[config.mk]
export PLATFORM = sky130hd
export DESIGN_NAME = dcache_axi_bridge_flat
export DESIGN_NICKNAME = d
export VERILOG_FILES = /design/src/rtl/dcache_axi_bridge_pkg.sv /design/src/rtl/dcache_axi_bridge_if.sv /design/src/rtl/dcache_axi_bridge.sv /design/src/flat_wrapper.sv
export SDC_FILE = /design/constraint.sdc
export NUM_CORES = 1
export LEC_CHECK = 0
export BUFFER_PORTS_ARGS = -buffer_cell sky130_fd_sc_hd__buf_2
export CAP_MARGIN = 0
export CORE_AREA = 2 2 272 274
export CTS_BUF_LIST = sky130_fd_sc_hd__clkbuf_8
export DETAILED_ROUTE_END_ITERATION = 8
export DIE_AREA = 0 0 274 276
export HOLD_SLACK_MARGIN = 0.06
export PLACE_DENSITY = 0.46
export SYNTH_ARGS = -nofsm -noshare
export SYNTH_HDL_FRONTEND = slang
export SYNTH_SLANG_ARGS = --single-unit
[constraint.sdc]
create_clock -name clk -period 4.54 [get_ports clk]
set_input_delay 0 -clock clk [delete_from_list [all_inputs] [get_ports clk]]
set_output_delay 0 -clock clk [all_outputs]
set_load 0.05 [all_outputs]
[src/rtl/dcache_axi_bridge_pkg.sv]
// rtl/dcache_axi_bridge_pkg.sv - shared line geometry, AXI encodings and FSM state type
package dcache_axi_bridge_pkg;

    localparam int LINE_W_DEF = 128;
    localparam int OFFSET_W   = 4;
    localparam int AXI_ID_W   = 4;

    localparam logic [1:0] AXI_BURST_INCR  = 2'b01;
    localparam logic [2:0] AXI_SIZE_8B     = 3'b011;
    localparam logic [1:0] AXI_RESP_OKAY   = 2'b00;
    localparam logic [1:0] AXI_RESP_SLVERR = 2'b10;

    typedef enum logic [3:0] {
        S_IDLE,
        S_WB_RD,
        S_WB_CAP,
        S_AW,
        S_W,
        S_B,
        S_AR,
        S_R,
        S_FILL,
        S_DONE
    } state_t;

    // Clears the byte offset so every bus address is line aligned.
    function automatic logic [63:0] line_align(input logic [63:0] addr);
        return {addr[63:OFFSET_W], {OFFSET_W{1'b0}}};
    endfunction

endpackage

[src/rtl/dcache_axi_bridge_if.sv]
// rtl/dcache_axi_bridge_if.sv - AXI4 master bus between the dcache bridge and memory
// master: drives aw*/w*/ar* payload and valids, bready, rready
// slave : drives awready, wready, b*, arready, r*
interface dcache_axi_bridge_if #(
    parameter int AXI_DW = 64
);
    import dcache_axi_bridge_pkg::*;

    logic [AXI_ID_W-1:0] awid;
    logic [63:0]         awaddr;
    logic [7:0]          awlen;
    logic [2:0]          awsize;
    logic [1:0]          awburst;
    logic                awvalid;
    logic                awready;

    logic [AXI_DW-1:0]   wdata;
    logic [AXI_DW/8-1:0] wstrb;
    logic                wlast;
    logic                wvalid;
    logic                wready;

    logic [1:0]          bresp;
    logic                bvalid;
    logic                bready;

    logic [AXI_ID_W-1:0] arid;
    logic [63:0]         araddr;
    logic [7:0]          arlen;
    logic [2:0]          arsize;
    logic [1:0]          arburst;
    logic                arvalid;
    logic                arready;

    logic [AXI_DW-1:0]   rdata;
    logic [1:0]          rresp;
    logic                rlast;
    logic                rvalid;
    logic                rready;

    modport master (
        output awid, awaddr, awlen, awsize, awburst, awvalid,
        input  awready,
        output wdata, wstrb, wlast, wvalid,
        input  wready,
        input  bresp, bvalid,
        output bready,
        output arid, araddr, arlen, arsize, arburst, arvalid,
        input  arready,
        input  rdata, rresp, rlast, rvalid,
        output rready
    );

    modport slave (
        input  awid, awaddr, awlen, awsize, awburst, awvalid,
        output awready,
        input  wdata, wstrb, wlast, wvalid,
        output wready,
        output bresp, bvalid,
        input  bready,
        input  arid, araddr, arlen, arsize, arburst, arvalid,
        output arready,
        output rdata, rresp, rlast, rvalid,
        input  rready
    );

endinterface

[src/rtl/dcache_axi_bridge.sv]
// rtl/dcache_axi_bridge.sv - dcache miss engine: optional victim writeback burst, then refill burst
// clk, rst (async, active low)
// miss_req/miss_addr/miss_dirty/wb_addr : miss start from the cache controller
// write_back/cacheline_old             : victim read strobe and the line returned one cycle later
// refresh/cacheline_new                : one-cycle line-write strobe and the refill line
// miss_done/miss_err                   : completion pulse and sticky error flag
// axi                                  : AXI4 master bus (2-beat INCR bursts)
module dcache_axi_bridge
    import dcache_axi_bridge_pkg::*;
#(
    parameter int LINE_W = LINE_W_DEF,
    parameter int AXI_DW = 64,
    parameter int AXI_ID = 0
) (
    input  logic                clk,
    input  logic                rst,
    input  logic                miss_req,
    input  logic [63:0]         miss_addr,
    input  logic                miss_dirty,
    input  logic [63:0]         wb_addr,
    output logic                write_back,
    input  logic [LINE_W-1:0]   cacheline_old,
    output logic                refresh,
    output logic [LINE_W-1:0]   cacheline_new,
    output logic                miss_done,
    output logic                miss_err,
    dcache_axi_bridge_if.master axi
);

    localparam int BEATS = LINE_W / AXI_DW;

    state_t            state, state_n;
    logic [63:0]       refill_addr;
    logic [63:0]       victim_addr;
    logic [LINE_W-1:0] victim_line;
    logic [LINE_W-1:0] refill_line;
    logic              beat;
    logic              r_full;     // both refill beats stored; later beats are dropped
    logic              aw_valid, w_valid, b_ready, ar_valid, r_ready;

    always_ff @(posedge clk or negedge rst) begin
        if (!rst) begin
            state <= S_IDLE;
        end else begin
            state <= state_n;
        end
    end

    always_comb begin
        state_n    = state;
        write_back = 1'b0;
        refresh    = 1'b0;
        miss_done  = 1'b0;
        aw_valid   = 1'b0;
        w_valid    = 1'b0;
        b_ready    = 1'b0;
        ar_valid   = 1'b0;
        r_ready    = 1'b0;
        case (state)
            S_IDLE:   if (miss_req) state_n = miss_dirty ? S_WB_RD : S_AR;
            S_WB_RD:  begin write_back = 1'b1; state_n = S_WB_CAP; end
            // The data array answers the strobe one cycle later; capture happens here.
            S_WB_CAP: state_n = S_AW;
            S_AW:     begin aw_valid = 1'b1; if (axi.awready) state_n = S_W; end
            S_W:      begin w_valid = 1'b1; if (axi.wready && beat) state_n = S_B; end
            S_B:      begin b_ready = 1'b1; if (axi.bvalid) state_n = S_AR; end
            S_AR:     begin ar_valid = 1'b1; if (axi.arready) state_n = S_R; end
            S_R:      begin r_ready = 1'b1; if (axi.rvalid && axi.rlast) state_n = S_FILL; end
            S_FILL:   begin refresh = 1'b1; state_n = S_DONE; end
            S_DONE:   begin miss_done = 1'b1; state_n = S_IDLE; end
            default:  state_n = S_IDLE;
        endcase
    end

    always_ff @(posedge clk or negedge rst) begin
        if (!rst) begin
            refill_addr <= '0;
            victim_addr <= '0;
            victim_line <= '0;
            refill_line <= '0;
            beat        <= 1'b0;
            r_full      <= 1'b0;
            miss_err    <= 1'b0;
        end else begin
            case (state)
                S_IDLE: begin
                    if (miss_req) begin
                        refill_addr <= line_align(miss_addr);
                        victim_addr <= line_align(wb_addr);
                        miss_err    <= 1'b0;
                        beat        <= 1'b0;
                        r_full      <= 1'b0;
                    end
                end
                S_WB_CAP: victim_line <= cacheline_old;
                // Two accepted beats wrap the counter back to 0, ready for the refill.
                S_W: if (axi.wready) beat <= ~beat;
                S_B: if (axi.bvalid && axi.bresp != AXI_RESP_OKAY) miss_err <= 1'b1;
                S_R: begin
                    if (axi.rvalid && !r_full) begin
                        if (!beat) begin
                            // Upper half zeroed so a burst cut short by rlast leaves no stale data.
                            refill_line <= LINE_W'(axi.rdata);
                            beat        <= 1'b1;
                            if (axi.rlast || axi.rresp != AXI_RESP_OKAY) miss_err <= 1'b1;
                        end else begin
                            refill_line[AXI_DW +: AXI_DW] <= axi.rdata;
                            beat        <= 1'b0;
                            r_full      <= 1'b1;
                            if (axi.rresp != AXI_RESP_OKAY) miss_err <= 1'b1;
                        end
                    end
                end
                default: ;
            endcase
        end
    end

    assign cacheline_new = refill_line;

    assign axi.awid    = AXI_ID_W'(AXI_ID);
    assign axi.awaddr  = victim_addr;
    assign axi.awlen   = 8'(BEATS - 1);
    assign axi.awsize  = AXI_SIZE_8B;
    assign axi.awburst = AXI_BURST_INCR;
    assign axi.awvalid = aw_valid;

    assign axi.wdata   = beat ? victim_line[AXI_DW +: AXI_DW] : victim_line[AXI_DW-1:0];
    assign axi.wstrb   = '1;
    assign axi.wlast   = beat;
    assign axi.wvalid  = w_valid;

    assign axi.bready  = b_ready;

    assign axi.arid    = AXI_ID_W'(AXI_ID);
    assign axi.araddr  = refill_addr;
    assign axi.arlen   = 8'(BEATS - 1);
    assign axi.arsize  = AXI_SIZE_8B;
    assign axi.arburst = AXI_BURST_INCR;
    assign axi.arvalid = ar_valid;

    assign axi.rready  = r_ready;

endmodule
[src/flat_wrapper.sv]
// flat-port wrapper written by rule: the top's interface ports become plain ports
module dcache_axi_bridge_flat import dcache_axi_bridge_pkg::*;
#(
    parameter int LINE_W = LINE_W_DEF,
    parameter int AXI_DW = 64,
    parameter int AXI_ID = 0
)
  (clk, rst, miss_req, miss_addr, miss_dirty, wb_addr, write_back, cacheline_old, refresh, cacheline_new, miss_done, miss_err, axi_awid, axi_awaddr, axi_awlen, axi_awsize, axi_awburst, axi_awvalid, axi_awready, axi_wdata, axi_wstrb, axi_wlast, axi_wvalid, axi_wready, axi_bresp, axi_bvalid, axi_bready, axi_arid, axi_araddr, axi_arlen, axi_arsize, axi_arburst, axi_arvalid, axi_arready, axi_rdata, axi_rresp, axi_rlast, axi_rvalid, axi_rready);
  dcache_axi_bridge_if #(.AXI_DW(AXI_DW)) axi_i ();
  input  logic clk;
  input  logic rst;
  input  logic miss_req;
  input  logic [63:0] miss_addr;
  input  logic miss_dirty;
  input  logic [63:0] wb_addr;
  output logic write_back;
  input  logic [LINE_W-1:0] cacheline_old;
  output logic refresh;
  output logic [LINE_W-1:0] cacheline_new;
  output logic miss_done;
  output logic miss_err;
  output wire logic [$bits(axi_i.awid)-1:0] axi_awid;
  output wire logic [$bits(axi_i.awaddr)-1:0] axi_awaddr;
  output wire logic [$bits(axi_i.awlen)-1:0] axi_awlen;
  output wire logic [$bits(axi_i.awsize)-1:0] axi_awsize;
  output wire logic [$bits(axi_i.awburst)-1:0] axi_awburst;
  output wire logic [$bits(axi_i.awvalid)-1:0] axi_awvalid;
  input wire logic [$bits(axi_i.awready)-1:0] axi_awready;
  output wire logic [$bits(axi_i.wdata)-1:0] axi_wdata;
  output wire logic [$bits(axi_i.wstrb)-1:0] axi_wstrb;
  output wire logic [$bits(axi_i.wlast)-1:0] axi_wlast;
  output wire logic [$bits(axi_i.wvalid)-1:0] axi_wvalid;
  input wire logic [$bits(axi_i.wready)-1:0] axi_wready;
  input wire logic [$bits(axi_i.bresp)-1:0] axi_bresp;
  input wire logic [$bits(axi_i.bvalid)-1:0] axi_bvalid;
  output wire logic [$bits(axi_i.bready)-1:0] axi_bready;
  output wire logic [$bits(axi_i.arid)-1:0] axi_arid;
  output wire logic [$bits(axi_i.araddr)-1:0] axi_araddr;
  output wire logic [$bits(axi_i.arlen)-1:0] axi_arlen;
  output wire logic [$bits(axi_i.arsize)-1:0] axi_arsize;
  output wire logic [$bits(axi_i.arburst)-1:0] axi_arburst;
  output wire logic [$bits(axi_i.arvalid)-1:0] axi_arvalid;
  input wire logic [$bits(axi_i.arready)-1:0] axi_arready;
  input wire logic [$bits(axi_i.rdata)-1:0] axi_rdata;
  input wire logic [$bits(axi_i.rresp)-1:0] axi_rresp;
  input wire logic [$bits(axi_i.rlast)-1:0] axi_rlast;
  input wire logic [$bits(axi_i.rvalid)-1:0] axi_rvalid;
  output wire logic [$bits(axi_i.rready)-1:0] axi_rready;
  assign axi_awid = axi_i.awid;
  assign axi_awaddr = axi_i.awaddr;
  assign axi_awlen = axi_i.awlen;
  assign axi_awsize = axi_i.awsize;
  assign axi_awburst = axi_i.awburst;
  assign axi_awvalid = axi_i.awvalid;
  assign axi_i.awready = axi_awready;
  assign axi_wdata = axi_i.wdata;
  assign axi_wstrb = axi_i.wstrb;
  assign axi_wlast = axi_i.wlast;
  assign axi_wvalid = axi_i.wvalid;
  assign axi_i.wready = axi_wready;
  assign axi_i.bresp = axi_bresp;
  assign axi_i.bvalid = axi_bvalid;
  assign axi_bready = axi_i.bready;
  assign axi_arid = axi_i.arid;
  assign axi_araddr = axi_i.araddr;
  assign axi_arlen = axi_i.arlen;
  assign axi_arsize = axi_i.arsize;
  assign axi_arburst = axi_i.arburst;
  assign axi_arvalid = axi_i.arvalid;
  assign axi_i.arready = axi_arready;
  assign axi_i.rdata = axi_rdata;
  assign axi_i.rresp = axi_rresp;
  assign axi_i.rlast = axi_rlast;
  assign axi_i.rvalid = axi_rvalid;
  assign axi_rready = axi_i.rready;
  dcache_axi_bridge #(.LINE_W(LINE_W), .AXI_DW(AXI_DW), .AXI_ID(AXI_ID)) u_core (.clk(clk), .rst(rst), .miss_req(miss_req), .miss_addr(miss_addr), .miss_dirty(miss_dirty), .wb_addr(wb_addr), .write_back(write_back), .cacheline_old(cacheline_old), .refresh(refresh), .cacheline_new(cacheline_new), .miss_done(miss_done), .miss_err(miss_err), .axi(axi_i));
endmodule
==> summary.txt <==
status: finished, final reports clean
skew final: 0.03799 ns
final net count: 2,584
RD Place Congestion: 0.7881
global-route wire length before repair: 82,700 um
I/O Buffers: 647
startpoint types: register
largest net degree at the start of global routing: 129
Non-Filler Instances: 3,260
die area: 75,620 um2
MaxCap Viol Count: 0
Switching Power: 10.39 mW
Worst Path Max Fanout: 58
Final ANT Viol Nets: 0
synthesized cell area: 15,800 um2
H-tree levels: 3
hold buffer count at cts: 458
Hold WC Path Type: primary input to register
via count: 13,080
WP data arrival: 3.04 ns
Layout area overhead: 63.30%
Routed WL: 54,570 um
pre-CTS setup slack: 1.819 ns
maximum vdd drop: 0.0005439 V
DP Cell Count: 2,676
Crit. End Element: output pin
TritonCTS Buffers: 73
Final Total Pwr: 20.61 mW
share of layout cells above drive strength 1: 44.62%
Tcrit/Tclk final: 67.07%
critical-path cell list: buf_4 > mux2_2 > buf_2
leakage power total: 12.62 nW
Post-CTS Resized: 0
DRC: 0
top cells by area, synth: dfrtp_1 (61%), mux2_2 (18%), mux2_1 (8.6%)
Logic pwr share: 54.8%
Mapped Cells: 1,130
starting density of the core: 21.77%
RSZ-0062 raised after global routing: no
Switching Share: 50.41%
Yosys cell types: 40
vias per inst: 4.012
worst skew pair latency: 0.64 ns
Core Rows: 99
Post-CTS Setup Inserts: 0
Max Freq: 0.3284 GHz
Clk pin slew, worst setup/hold paths: 0.06 ns
PD cells: 798.8 nW/um2
Crit path largest cell delay: 0.85 ns
Sink Count: 383
register share of total power: 29.3%
Slew @ Worst Pin: 0.9361 ns
CP Class: register to output pin
1st-iter DRT viols: 361
biggest area consumer among synthesized cells: dfrtp_1
ys flop type: dfrtp_1
total track usage: 14.07%
setup violators final: 0
Hold Slack: 0.1459 ns
Synth top area share: 60.66%
per-cell routed wire length: 16.74 um
final slew viol count: 0
Total Negative Setup Slacks: 0 ns
Post-synth EDFFs: 0
top-count cell post-synth: dfrtp_1
Core Footprint: 72,590 um2
worst path required time: 4.54 ns
IO Pins: 706
initial antenna violation count: 8
Slew HR: 37.59%
setup slack after layout: 1.495 ns
clock buffer depth: 3
Slowest-stage cell, CP: dfrtp_4
Internal: 10.22 mW
Die X: 274 um
vias in the first global route: 14,480
CTS tree: done
grt total ovfl: 0
Avg Cell Area, Syn: 13.98 um2
Root Driver: clkbuf_8
die extent in y: 276 um
Synth top cells by count: dfrtp_1 (383), mux2_2 (256), nand2_1 (133)
Filler cells: 7,260
Final Hold Vio Count: 0
ys async rst share: 100.0%
Buf/Inv on CP: 2
DRT Pass-1 Iters: 4
Tmin final: 3.045 ns
clock power share: 15.8%
HPWL after detailed placement: 36,470 um
register bit total from synthesis: 383
Seq/Total Area, Yosys: 60.66%
yosys warns: 0
crit-path leading delay family: buffers and inverters
-- state kept, by name, indices dropped and copies added, names as in the netlist --
register,count
u_core.axi.awaddr,60
u_core.cacheline_new,128
u_core.axi.araddr,60
u_core.miss_err,1
u_core.state,4
u_core.axi.wlast,1
u_core.r_full,1
u_core.victim_line,128
-- power by group through the flow --
stage	sequential (mW)	clock [mW]	combinational [mW]
after detailed placement	6.09	0	11.0
final	6.05	3.26	11.3
after global routing	6.28	3.58	11.8
after CTS	6.04	3.43	11.4
after floorplan	9.48	0	4.87
after global placement	6.00	0	10.9
-- per-stage QoR --
step	util, %	area, um2
detailed placement	27.28	19800
floorplan	-	15980
global placement	27.28	19800
global route	35.54	25790
finish	35.54	25800
CTS	35.53	25790
-- worst reg2reg max path: cells and delay by family (launching register included) --
| kind | cells | cell delay, ns |
|---|---|---|
| buffers and inverters | 2 | 1.21 |
| DFF | 1 | 0.58 |
| and+or+nand+nor | 2 | 0.38 |
| muxes | 1 | 0.31 |
| AOI/OAI and AO/OA | 1 | 0.29 |
-- logic make-up (layout without fill, tap and decap cells) --
| logic type | count (synthesis) | after routing | share of synthesized area [%] |
|---|---|---|---|
| flip-flops | 383 | 383 | 60.66 |
| AND/OR/NAND/NOR | 230 | 230 | 6.550 |
| AO/OA/AOI/OAI | 17 | 17 | 0.7761 |
| buffers and inverters | 120 | 1239 | 5.037 |
| other | 2 | 54 | 0.04753 |
| multiplexers | 377 | 377 | 26.87 |
| XOR/XNOR | 1 | 1 | 0.05545 |
-- area by class of cell --
cell class	count	area, um2	share of cell area (%)
flip-flops and latches	383	9588	37.16
repair buffers	1116	7995	30.99
multi-input cells	675	5618	21.78
clock buffers	89	1225	4.748
well taps	959	1200	4.651
clock inverters	33	160.2	0.6208
diodes	4	10.01	0.03880
inverters	1	3.754	0.01455
-- path summary, 6_finish.rpt --
path,startpoint,endpoint,slack [ns],depth (start not counted)
min in group asynchronous,rst,u_core.victim_line[53],0.64,4
setup reg to reg,u_core.state[1],u_core.state[0],1.65,6
setup / recovery,u_core.axi.wlast,axi_wdata[29],1.50,3
hold reg to reg,u_core.cacheline_new[112],u_core.cacheline_new[112],0.46,2
max in group asynchronous,rst,u_core.axi.awaddr[21],3.21,4
hold / removal,wb_addr[38],u_core.axi.awaddr[38],0.15,3
-- cell usage in the layout, fill, tap and decap left out, types with 2 or more instances in the layout --
cell             n
a21oi_1          4
and3_1           3
buf_12           5
buf_2          646
buf_4            6
clkbuf_8        89
clkinv_2         5
clkinvlp_4       2
conb_1          50
dfrtp_1        382
diode_2          4
dlygate4sd3_1  457
inv_1           23
inv_6            3
mux2_1         121
mux2_2         256
nand2_1        133
nand2b_1         3
nand3_1         66
nor2_1           5
nor2b_1          3
nor3_1           4
nor3b_1          2
o21ai_0          3
-- metal layers --
| layer | wire, um | global-route usage, % | vias to the layer above |
|---|---|---|---|
| li1 | - | - | 6052 |
| met1 | 21020 | 15.47 | 6442 |
| met2 | 27450 | 24.81 | 449 |
| met3 | 3985 | 4.334 | 133 |
| met4 | 2075 | 6.090 | 4 |
| met5 | 31 | 0 | - |
No activity file was read; power rests on OpenSTA's default activity.
